[config.mk]
export PLATFORM = sky130hd
export DESIGN_NAME = imm_issue_ctrl
export DESIGN_NICKNAME = d
export VERILOG_FILES = /design/src/rtl/imm_issue_ctrl.sv
export SDC_FILE = /design/constraint.sdc
export NUM_CORES = 1
export LEC_CHECK = 0
export CAP_MARGIN = 10
export CORE_UTILIZATION = 30
export CTS_CLUSTER_SIZE = 40
export DETAILED_ROUTE_END_ITERATION = 16
export PLACE_DENSITY = 0.68
export SYNTH_ARGS = -nofsm -noshare
export SYNTH_HDL_FRONTEND = slang
export SYNTH_SLANG_ARGS = --single-unit
export TNS_END_PERCENT = 1
[constraint.sdc]
create_clock -name clk -period 3.99 [get_ports clk]
set_input_delay 0.5985 -clock clk [delete_from_list [all_inputs] [get_ports clk]]
set_output_delay 0.5985 -clock clk [all_outputs]
set_load 0.05 [all_outputs]
[src/rtl/imm_issue_ctrl.sv]
// imm_issue_ctrl: decode-to-execute immediate stage with a one-entry valid/ready slot.
// An UPPER constant followed by a LOWER constant to the same rd is fused into one immediate.
`default_nettype none

module imm_issue_ctrl #(
   parameter logic [5:0]  UPPER_OP  = 6'b111000,
   parameter logic [5:0]  LOWER_OP  = 6'b110001,
   parameter int unsigned FUSE_WAIT = 2,
   parameter bit          FUSE_EN   = 1'b1
) (
   input  logic        clk,
   input  logic        rst,
   input  logic        flush,
   input  logic        id_valid,
   input  logic [31:0] id_instr,
   output logic        id_ready,
   output logic [25:0] imm_in,
   output logic [3:0]  imm_src,
   input  logic [31:0] imm_ext,
   output logic        ex_valid,
   input  logic        ex_ready,
   output logic [31:0] ex_imm,
   output logic [4:0]  ex_rd,
   output logic        ex_fused
);

   typedef enum logic [1:0] {
      EMPTY      = 2'd0,
      FULL       = 2'd1,
      UPPER_WAIT = 2'd2
   } state_t;

   localparam logic [3:0] WAIT_LAST = 4'(FUSE_WAIT - 1);

   state_t      state, state_nxt;
   logic [31:0] upper_imm, upper_imm_nxt;
   logic [4:0]  upper_rd, upper_rd_nxt;
   logic [3:0]  wait_cnt, wait_cnt_nxt;
   logic        ex_valid_nxt, ex_fused_nxt;
   logic [31:0] ex_imm_nxt;
   logic [4:0]  ex_rd_nxt;

   logic [5:0] opcode;
   logic [4:0] rd;
   logic       is_upper, lower_match, accept;

   assign opcode      = id_instr[31:26];
   assign rd          = id_instr[4:0];
   assign imm_in      = id_instr[25:0];
   assign is_upper    = (opcode == UPPER_OP);
   assign lower_match = id_valid && (opcode == LOWER_OP) && (rd == upper_rd);
   assign imm_src     = is_upper ? 4'b0010 : {opcode[5:4], 1'b0, opcode[0]};
   assign accept      = id_valid && id_ready;

   always_comb begin
      id_ready = 1'b0;
      case (state)
         EMPTY:      id_ready = 1'b1;
         FULL:       id_ready = ex_ready;
         UPPER_WAIT: id_ready = lower_match;
         default:    id_ready = 1'b0;
      endcase
      // Flush wins over any handshake in the same cycle.
      if (flush) id_ready = 1'b0;
   end

   always_comb begin
      state_nxt     = state;
      upper_imm_nxt = upper_imm;
      upper_rd_nxt  = upper_rd;
      wait_cnt_nxt  = wait_cnt;
      ex_valid_nxt  = ex_valid;
      ex_imm_nxt    = ex_imm;
      ex_rd_nxt     = ex_rd;
      ex_fused_nxt  = ex_fused;
      if (flush) begin
         state_nxt    = EMPTY;
         ex_valid_nxt = 1'b0;
         wait_cnt_nxt = 4'd0;
      end else begin
         case (state)
            EMPTY, FULL: begin
               if (state == EMPTY || ex_ready) begin
                  state_nxt    = EMPTY;
                  ex_valid_nxt = 1'b0;
                  if (accept) begin
                     if (is_upper && FUSE_EN) begin
                        upper_imm_nxt = imm_ext;
                        upper_rd_nxt  = rd;
                        wait_cnt_nxt  = 4'd0;
                        state_nxt     = UPPER_WAIT;
                     end else begin
                        state_nxt    = FULL;
                        ex_valid_nxt = 1'b1;
                        ex_imm_nxt   = imm_ext;
                        ex_rd_nxt    = rd;
                        ex_fused_nxt = 1'b0;
                     end
                  end
               end
            end
            UPPER_WAIT: begin
               if (accept) begin
                  state_nxt    = FULL;
                  ex_valid_nxt = 1'b1;
                  ex_imm_nxt   = upper_imm | imm_ext;
                  ex_rd_nxt    = upper_rd;
                  ex_fused_nxt = 1'b1;
               end else if (id_valid || wait_cnt == WAIT_LAST) begin
                  // Give up on fusion: issue the held UPPER by itself.
                  state_nxt    = FULL;
                  ex_valid_nxt = 1'b1;
                  ex_imm_nxt   = upper_imm;
                  ex_rd_nxt    = upper_rd;
                  ex_fused_nxt = 1'b0;
               end else begin
                  wait_cnt_nxt = wait_cnt + 4'd1;
               end
            end
            default: begin
               state_nxt    = EMPTY;
               ex_valid_nxt = 1'b0;
            end
         endcase
      end
   end

   always_ff @(posedge clk or posedge rst) begin
      if (rst) begin
         state     <= EMPTY;
         upper_imm <= 32'd0;
         upper_rd  <= 5'd0;
         wait_cnt  <= 4'd0;
         ex_valid  <= 1'b0;
         ex_imm    <= 32'd0;
         ex_rd     <= 5'd0;
         ex_fused  <= 1'b0;
      end else begin
         state     <= state_nxt;
         upper_imm <= upper_imm_nxt;
         upper_rd  <= upper_rd_nxt;
         wait_cnt  <= wait_cnt_nxt;
         ex_valid  <= ex_valid_nxt;
         ex_imm    <= ex_imm_nxt;
         ex_rd     <= ex_rd_nxt;
         ex_fused  <= ex_fused_nxt;
      end
   end

endmodule

`default_nettype wire

# Yosys cells after proc, flatten, opt, wreduce, memory -nomap -nowiden
# Index checks and enable logic that the tools add are counted.
[op_classes]
n_bitwise = 2
n_addsub = 1
reduce_logical = 13
eq_ne = 16
n_mux = 42
[op_table]
columns = ["op", "count"]
rows = [
  ["$mux 32", 5],
  ["$pmux 32 s2", 1],
  ["$or 32x32->32", 1],
  ["$mux 4", 7],
  ["$mux 5", 5],
  ["$ne 3x3->1 const B", 6],
  ["$eq 6x6->1 const B", 2],
  ["$mux 1", 12],
  ["$mux 2", 6],
  ["$reduce_and 6->1", 2],
  ["$pmux 5 s2", 1],
  ["$pmux 4 s2", 1],
  ["$ne 2x2->1 const B", 3],
  ["$eq 5x5->1", 1],
  ["$reduce_and 5->1", 1],
  ["$add 4x1->4 const B", 1],
  ["$eq 4x1->1 const B", 1],
  ["$ne 4x4->1 const B", 1],
  ["$pmux 1 s2", 2],
  ["$pmux 2 s2", 1],
  ["$logic_and 1x1->1", 3],
  ["$pmux 1 s3", 1],
  ["$reduce_bool 3->1", 1],
  ["$eq 2x1->1 const B", 1],
  ["7 further kinds", 8],
]
[word_totals]
output_inout_bits = 70
inputBits = 69
word_cells = 82
reg_bits = 82

# Longest topological paths before layout
[depth]
word_depth = 10
ltp_mapped = 9
ltp_nobuf = 7

# Least setup slack after synthesis
# No wires, ideal clock.
[synth_timing]
kind = "input-to-output"
startpoint = "input id_instr[27]"
endpoint = "output id_ready"
path_slack_ps = 1450
path_stages = 4
t_arrival_ps = 1942
path_cell_list = "nand4bb_4 > or4_4 > nor2_1 > a21o_1"
[synth_via]
elab_chain_cells = 5
[synth_lines]
columns = ["item", "line", "text"]
rows = [
  ["from (decl)", "15", "input logic [31:0] id_instr,"],
  ["$eq 6x6->1", "51", "assign lower_match = id_valid && (opcode == LOWER_OP) && (rd == upper_rd);"],
  ["$logic_and 1x1->1 (2 in series)", "51", ""],
  ["$pmux 1 s3", "57", "case (state)"],
  ["$mux 1", "64", "if (flush) id_ready = 1'b0;"],
  ["to (decl)", "16", "output logic id_ready,"],
]
# Every way passes these cells.

# Worst setup path after layout
[layout_timing]
startpoint = "input id_instr[31]"
endpoint = "output imm_src[3]"
[layout_via]
elab_chain_cells = 2
[layout_lines]
columns = ["item", "line", "text"]
rows = [
  ["$eq 6x6->1", "50", "assign is_upper = (opcode == UPPER_OP);"],
  ["$mux 4 *", "52", "assign imm_src = is_upper ? 4'b0010 : {opcode[5:4], 1'b0, opcode[0]};"],
  ["to (decl)", "18", "output logic [3:0] imm_src,"],
]
# Mark *: on every way between the ends. The rest lies on a longest branch, timed or not.

==> run summary <==
H-tree levels -> 3
Rows -> 41
Via density per instance -> 4.760
Core footprint -> 12570 um2
Layout cells sized above 1 -> 0.1691
Fillcell total -> 1228
DR WL met2 -> 4.224 mm
Register area share after synthesis -> 0.5248
Compound-cell area share of the yosys netlist -> 0.1568
Io pins -> 139
Sink Count -> 81
Port-buffer cells -> 96
CTS buffer count -> 9
Post-synth EDFFs -> 0
Setup TNS -> 0 ps
Clock root cell -> clkbuf_16
Max Slew Vio Count -> 0
Hold_ws -> 492.5 ps
Leak -> 2.200 nW
Seq cells post-synth -> 81
Post-Synth Simple-Gate Area -> 0.08617
Power, Total -> 2.533 mW
Final core utilization -> 0.4029
DR iter-0 viols -> 101
Async SR Flop Fraction -> 1.000
Post-Syn Area -> 3862 um2
Comb power frac -> 0.281
Clock Skew -> 10.58 ps
First-pass GRT wire length -> 14.11 mm
FF-to-FF Start -> upper_rd[2]
Most frequent cells after synthesis -> 81 x dfrtp_1, 41 x nor2_1, 33 x mux2_2, 32 x a21oi_1, 31 x a22oi_1
Synth Area in XOR/XNOR -> 0.01134
Top Layer Used -> met4
PwrDens -> 500.3 nW/um2
Initial Util -> 0.3073
Commonest register cell after synthesis -> dfrtp_1
Crit end category -> output pin
Leading area contributor after synthesis -> dfrtp_1
Reg2Reg Depth -> 5
Slew at the pin with the worst max-slew slack -> 884.8 ps
Int Pwr -> 1.695 mW
Post-synth cell types -> 47
Mean post-synth cell area -> 11.50 um2
Synth-to-Final Area Change -> 31.10%
Worst Hold Class -> in2async
Ant. Diodes -> 0
# DRC -> 0
Clock group share of total power -> 0.327
Synth Net Count -> 407
Hold Buf Count CTS -> 0
Mux contribution to synthesized area -> 0.1208
TritonRoute pass-1 iters -> 4
Status -> finished, final reports clean
Top cells by area, synth -> dfrtp_1 52%, mux2_2 9.6%, a22oi_1 6.0%, buf_4 5.6%, a21oi_1 4.1%
Wire per inst -> 15.07 um
Number of global-route vias before repair -> 2806
Switching share of power -> 0.3310
Max-cap violations -> 0
Post-Synth Adder-Cell Area -> 0.006479
CP arrival -> 2590 ps
Gr ovfl total -> 0
CP Max Fanout -> 6
Fin. Hold Viols -> 0
DP Area -> 4760 um2
Final min period -> 3189 ps
Slew HR -> 0.4085
Fin crit share -> 0.7993
CTS tree -> yes
Gpl congestion -> 0.7105
Hpwl dp -> 5.968 mm
Crit path kind -> in2out
Clock transition at path regs -> 60 ps
Unrepaired setup endpoints after global routing -> no
Nets -> 474
Met1 WL -> 3.915 mm
Max clock buf depth -> 2
Post-CTS sizing -> 0
Psw -> 0.8387 mW
R2R Path End -> ex_imm[20]
Achievable frequency -> 313.6 MHz
Synth warn -> 0
Main combinational cell family by area after synthesis -> compound AO/OA/AOI/OAI gates
Final setup violation count -> 0
Most common cell in the netlist -> dfrtp_1
Clk_lat worst skew -> 330 ps
Yosys top cell area share -> 0.5248
# Post-CTS Setup Buffers -> 0
CP required -> 3390 ps
Met3 wire len -> 502 um
Reg-to-reg slack, setup -> 1690 ps
Die ar. -> 13330 um2
GR Util All Layers -> 0.1380
Chip height -> 115.5 um
Final wirelength -> 8.738 mm
Via Count -> 2761
Final ANT Viol Nets -> 0
Max VDD drop -> 0.2086 mV
Design area -> 5064 um2
Post-synthesis cell count -> 336
CP startpoint kind -> input pin
Sequential fraction of design power -> 0.392
Chip width -> 115.5 um
Largest net degree at the start of global routing -> 45
Initial antenna violation count -> 0
==> per-stage QoR <==
| stage | setup WS (ps) | std cells |
|---|---|---|
| 2_1_floorplan | 1311 | 336 |
| 3_3_place_gp | 815.6 | 564 |
| 3_5_place_dp | 795.3 | 564 |
| 4_1_cts | 787.7 | 580 |
| 5_1_grt | 717.7 | 580 |
| 6_report | 800.8 | 580 |
==> critical path: stages <==
cell             delay (ps)
clkdlybuf4s50_1         530
nand4bb_4               160
or3_1                   410
and2_1                  190
clkdlybuf4s50_1         690
==> sequential cells by signal (all words and copies together), names as in the netlist <==
name       cells
ex_imm        32
upper_imm     32
ex_rd          5
upper_rd       5
wait_cnt       4
state          2
ex_fused       1
==> routing by layer <==
metal,up-vias,track usage
li1,1302,-
met1,1364,0.1723
met2,83,0.2263
met4,0,0.04848
met5,-,0
met3,12,0.04184
==> cell usage in the layout (no fill, tap or decap), types with 4 or more instances in the layout <==
cell             count
dfrtp_1             81
mux2_1               4
buf_4                7
clkdlybuf4s50_1     95
o21ai_0              7
mux2i_1              5
mux2_2              33
o31ai_1              4
inv_1                6
a22oi_1             31
clkbuf_16            9
a21oi_1             32
nor2_1              41
a21oi_2              4
==> power by group through the flow <==
stage	combinational (mW)	clock (mW)	sequential [mW]
2_1_floorplan	0.226	0	1.28
3_3_place_gp	0.707	0	1.00
3_5_place_dp	0.716	0	1.01
4_1_cts	0.719	0.863	0.994
5_1_grt	0.753	0.895	1.01
6_report	0.712	0.829	0.993
==> worst max-delay path by stage <==
stage,slack [ps],to,start,depth (start not counted)
finish,800,imm_src[3],id_instr[31],5
global route,720,imm_src[2],id_instr[31],5
CTS,790,imm_src[3],id_instr[31],5
detailed placement,800,imm_src[3],id_instr[31],5
global placement,820,imm_src[3],id_instr[31],5
floorplan,1310,ex_fused,rst,1
==> area by class of cell <==
type                       instances  area [um2]  share of cell area
clock inverter                     6       65.06             0.01285
clock buffer                      10       239.0             0.04720
multi-input combinational        202        1486              0.2936
tap                              172       215.2             0.04250
sequential                        81        2027              0.4003
inverter                           7       27.53            0.005436
timing repair buffer             102        1003              0.1982
==> kinds of logic after synthesis <==
group | after synthesis
AOI/OAI and AO/OA | 90
xor gates and xnor gates | 5
adders and majority gates | 2
buffers and inverters | 53
DFF | 81
muxes | 42
and+or+nand+nor | 63
Note: power is estimated with default switching activity, not from simulation.
